==> src/rtl/demux_tdm_pkg.sv <==
// Shared types and helpers for the TDM receive path.
package demux_tdm_pkg;

  typedef enum logic {
    ST_IDLE = 1'b0,
    ST_RECV = 1'b1
  } state_t;

  // Minimum bit width to hold 0..value-1; never less than 1 bit.
  function automatic int CLOG2(input int value);
    int r;
    r = 1;
    for (int i = 1; i < 31; i++) begin
      if ((1 << i) < value) r = i + 1;
    end
    return r;
  endfunction

endpackage

==> src/rtl/sipo_shift.sv <==
// W-bit serial-in shift register, MSB first; word is the value the register would hold after
// shifting in d, so the top level can write a channel on its last bit without an extra cycle.
module sipo_shift #(
  parameter int W = 8
) (
  input  logic         clk,
  input  logic         rst_n,
  input  logic         en,
  input  logic         d,
  output logic [W-1:0] q,
  output logic [W-1:0] word
);

  assign word = {q[W-2:0], d};

  always_ff @(posedge clk or negedge rst_n) begin
    if (!rst_n) q <= '0;
    else if (en) q <= word;
  end

endmodule

==> src/rtl/demux_tdm_rx.sv <==
// Serial TDM frame receiver: splits N_CH x W-bit frames into channel registers.
// Channel data and its strobe appear one cycle after the last bit; din_valid=0 freezes all state.
module demux_tdm_rx
  import demux_tdm_pkg::*;
#(
  parameter int N_CH = 2,
  parameter int W    = 8
) (
  input  logic              clk,
  input  logic              rst_n,
  input  logic              din,
  input  logic              din_valid,
  input  logic              frame_sync,
  output logic [N_CH*W-1:0] dout,
  output logic [N_CH-1:0]   ch_valid,
  output logic              frame_done,
  output logic              sync_err,
  output logic              locked
);

  localparam int BW = CLOG2(W);
  localparam int CW = CLOG2(N_CH);
  localparam logic [BW-1:0] BIT_LAST = BW'(W - 1);
  localparam logic [CW-1:0] CH_LAST  = CW'(N_CH - 1);

  state_t          state, state_nxt;
  logic [BW-1:0]   bit_cnt, bit_nxt;
  logic [CW-1:0]   ch_cnt, ch_nxt;
  logic            shift_en, wr_en, fd_nxt, err_nxt, lock_nxt;
  logic            at_boundary, early_sync, last_bit;
  logic [W-1:0]    shreg, word;

  sipo_shift #(.W(W)) u_sipo (
    .clk  (clk),
    .rst_n(rst_n),
    .en   (shift_en),
    .d    (din),
    .q    (shreg),
    .word (word)
  );

  assign at_boundary = (bit_cnt == '0) && (ch_cnt == '0);
  assign early_sync  = frame_sync && !at_boundary;
  assign last_bit    = (bit_cnt == BIT_LAST);

  always_ff @(posedge clk or negedge rst_n) begin
    if (!rst_n) state <= ST_IDLE;
    else        state <= state_nxt;
  end

  always_comb begin
    state_nxt = state;
    if (din_valid) begin
      case (state)
        ST_IDLE: if (frame_sync) state_nxt = ST_RECV;
        ST_RECV: if (at_boundary && !frame_sync) state_nxt = ST_IDLE;
        default: state_nxt = ST_IDLE;
      endcase
    end
  end

  always_comb begin
    shift_en = 1'b0;
    wr_en    = 1'b0;
    fd_nxt   = 1'b0;
    err_nxt  = 1'b0;
    lock_nxt = locked;
    bit_nxt  = bit_cnt;
    ch_nxt   = ch_cnt;
    if (din_valid) begin
      case (state)
        ST_IDLE: begin
          lock_nxt = 1'b0;
          if (frame_sync) begin
            shift_en = 1'b1;
            bit_nxt  = BW'(1);
            ch_nxt   = '0;
          end
        end
        ST_RECV: begin
          if (early_sync) begin
            // Drop the partial channel and treat this bit as bit 0 of a fresh frame.
            err_nxt  = 1'b1;
            lock_nxt = 1'b0;
            shift_en = 1'b1;
            bit_nxt  = BW'(1);
            ch_nxt   = '0;
          end else if (at_boundary && !frame_sync) begin
            err_nxt  = 1'b1;
            lock_nxt = 1'b0;
          end else begin
            shift_en = 1'b1;
            if (last_bit) begin
              wr_en   = 1'b1;
              bit_nxt = '0;
              if (ch_cnt == CH_LAST) begin
                fd_nxt   = 1'b1;
                lock_nxt = 1'b1;
                ch_nxt   = '0;
              end else begin
                ch_nxt = ch_cnt + CW'(1);
              end
            end else begin
              bit_nxt = bit_cnt + BW'(1);
            end
          end
        end
        default: lock_nxt = 1'b0;
      endcase
    end
  end

  always_ff @(posedge clk or negedge rst_n) begin
    if (!rst_n) begin
      bit_cnt    <= '0;
      ch_cnt     <= '0;
      locked     <= 1'b0;
      frame_done <= 1'b0;
      sync_err   <= 1'b0;
      ch_valid   <= '0;
      dout       <= '0;
    end else begin
      bit_cnt    <= bit_nxt;
      ch_cnt     <= ch_nxt;
      locked     <= lock_nxt;
      frame_done <= fd_nxt;
      sync_err   <= err_nxt;
      for (int k = 0; k < N_CH; k++) begin
        ch_valid[k] <= wr_en && (ch_cnt == CW'(k));
        if (wr_en && (ch_cnt == CW'(k))) dout[k*W +: W] <= word;
      end
    end
  end

endmodule

==> config.mk <==
export PLATFORM = sky130hd
export DESIGN_NAME = demux_tdm_rx
export DESIGN_NICKNAME = d
export VERILOG_FILES = /design/src/rtl/demux_tdm_pkg.sv /design/src/rtl/sipo_shift.sv /design/src/rtl/demux_tdm_rx.sv
export SDC_FILE = /design/constraint.sdc
export NUM_CORES = 1
export LEC_CHECK = 0
export ABC_CLOCK_PERIOD_IN_PS = 1900
export CELL_PAD_IN_SITES_DETAIL_PLACEMENT = 1
export CELL_PAD_IN_SITES_GLOBAL_PLACEMENT = 1
export CORE_AREA = 5 5 70 72
export DETAILED_ROUTE_END_ITERATION = 6
export DIE_AREA = 0 0 75 77
export PLACE_DENSITY_LB_ADDON = 0.1
export SYNTH_ARGS = -nofsm -noshare
export SYNTH_HDL_FRONTEND = slang
export SYNTH_HIERARCHICAL = 1
export SYNTH_SLANG_ARGS = --single-unit
==> constraint.sdc <==
create_clock -name clk -period 1.9 [get_ports clk]
set_clock_uncertainty 0.1 [all_clocks]
set_input_delay 0.38 -clock clk [delete_from_list [all_inputs] [get_ports clk]]
set_output_delay 0.38 -clock clk [all_outputs]
set_load 0.05 [all_outputs]
==> results <==
power by group:
part / total, uW / switching, uW / internal [uW]
Combinational: 1400 / 694 / 707
Clock: 501 / 248 / 254
Sequential: 1060 / 152 / 904
Total: 2960 / 1090 / 1860
layout by cell type, fill, tap and decap left out, types with 3 or more instances in the layout:
cell type         n
buf_6             4
dfrtp_1          33
inv_1             4
mux2_4           23
clkdlybuf4s50_1   4
clkbuf_8          5
ha_1              3
a31oi_1           3
buf_4            40
sequential cells by signal, summed over array words and instances (netlist names):
| name | count |
|---|---|
| bit_cnt | 3 |
| locked | 1 |
| ch_cnt | 1 |
| u_sipo/q | 7 |
| sync_err | 1 |
| state | 1 |
| frame_done | 1 |
| dout | 16 |
| ch_valid | 2 |
how the worst min path moves through the flow:
| stage | endpoint | slack (ps) | depth (start not counted) |
|---|---|---|---|
| 3_3_place_gp | dout[10] | 390 | 1 |
| 2_1_floorplan | bit_cnt[0] | -20 | 0 |
| 3_5_place_dp | dout[10] | 400 | 1 |
| 5_1_grt | dout[4] | 430 | 1 |
| 4_1_cts | dout[8] | 420 | 2 |
| 6_report | dout[9] | 410 | 2 |
critical path, delay by kind of cell, from the launching register on:
kind	cells	cell delay, ps
adder cells (fa/ha/maj)	2	310
flip-flops	1	350
AND/OR/NAND/NOR	3	540
multiplexers	1	300
buffers and inverters	3	400
cell type report:
type                       instances  share of cell area (%)
inverter                           5                   0.914
tap                               52                    3.17
multi-input combinational         57                    32.9
sequential                        33                    40.2
clock inverter                     2                   0.487
timing repair buffer              48                    18.8
clock buffer                       6                    3.53
timing repair:
item | in CTS | in global routing
resized for setup | 7 | 8
buffers inserted | 1 | 0
pin swaps | 6 | 4
hold buffers | 0 | 0
endpoints found under the setup margin | 20 | 30
stage by stage:
stage               std cells  cell area, sq um
finish                    203              2050
global placement          194              1900
global route              203              2050
floorplan                 107              1560
detailed placement        194              1900
CTS                       203              2020
per-layer routing:
metal | part of all wire, % | track usage [%] | up-vias
met5 | 0 | 0 | -
met2 | 52 | 19.9 | 19
met4 | 1.9 | 5.34 | 0
li1 | - | - | 447
met1 | 41 | 15.0 | 464
met3 | 4.4 | 3.53 | 5
==> results.json <==
{
  "report.final.slew_viol_count": 0,
  "start_kind": "flip-flop",
  "min_period_over_period_pct": 112,
  "worstPathMaxFanout": 7,
  "p_leak_uw": 0.00106,
  "violations": "setup timing",
  "drtPass1Iterations": 2,
  "synth_area_per_cell_sq_um": 14.1,
  "grt-ovfl-total": 0,
  "crit_slowest_cell": "dfrtp_1",
  "vias_per_cell": 4.61,
  "diodes": 0,
  "yosys_warnings": 6,
  "rsz0062_at_grt": "true",
  "power_density_nw_per_um2": 1440,
  "crit_required_ps": 1960,
  "die_h_microns": 77,
  "cts_tree": "done",
  "setup_tns_ps": -3630,
  "pre_cts_slack_ps": -601,
  "fin_util_pct": 48.5,
  "initial_utilization_pct": 35.6,
  "endpoint": "dout[8]",
  "vias": 935,
  "layout-drive-gt1-share_pct": 56.3,
  "cp_cell_sequence": "inv_1, ha_2, and2_4, ha_4, nand4b_1, buf_4, nor3b_4, buf_6, mux2_4",
  "crit_arrival_ps": 2190,
  "finalNetCount": 161,
  "std_cell_rows": 24,
  "tightestPinTransition_ps": 441,
  "worstReg2RegStart": "bit_cnt[0]",
  "slew_headroom_pct": 70.3,
  "die_w_microns": 75,
  "dr.first_iter.drc_count": 6,
  "design.core.area_sq_um": 4230,
  "path_clk_slew_ps": 70,
  "ios": 26,
  "drc_errors": 0,
  "critPathMaxStageDelay_ps": 350,
  "setup_violations": 20,
  "antenna_found_initial": 0,
  "r2r_setup_slack_ps": -230,
  "dp_hpwl_microns": 2330,
  "regArea_sq_um": 826,
  "finalHoldViolations": 0,
  "syn_inst": 107,
  "worstReg2RegEnd": "dout[8]",
  "fin_total_pwr_uw": 2960,
  "synth_area_sq_um": 1510,
  "period_minus_slack_ps": 2130,
  "htreeDepth": 2,
  "clk_latency_ps": 280,
  "cts_buffers": 5,
  "cap_violations": 0,
  "cts.sinks": 33,
  "crit_type": "flip-flop to flip-flop",
  "portBuffers": 25,
  "reg2reg_depth": 9,
  "routed_wl_microns": 3140,
  "cts-root-buf": "clkbuf_8",
  "fillers": 436,
  "fmax_mhz": 471,
  "grt_pass1_vias": 1094,
  "grt_max_degree": 34,
  "wire_per_inst_microns": 15.5,
  "whs_ps": 410,
  "clock_path_buffers": 2,
  "antenna_left": 0,
  "multi_input_area_sq_um": 677,
  "ir_drop_mv": 0.444,
  "syn_to_final_growth_pct": 36.3,
  "grt_usage_pct": 12.3,
  "crit_path_end_kind": "flip-flop",
  "gp_congestion": 0.814,
  "hold_class": "input port to asynchronous set/reset pin",
  "status": "finished with violations",
  "syn_nets": 118,
  "critPathLaunch": "bit_cnt[0]",
  "setup_slack_ps": -225,
  "die_area_sq_um": 5780,
  "grt_pass1_wl_microns": 5390
}
Note: power is estimated with default switching activity, not from simulation.
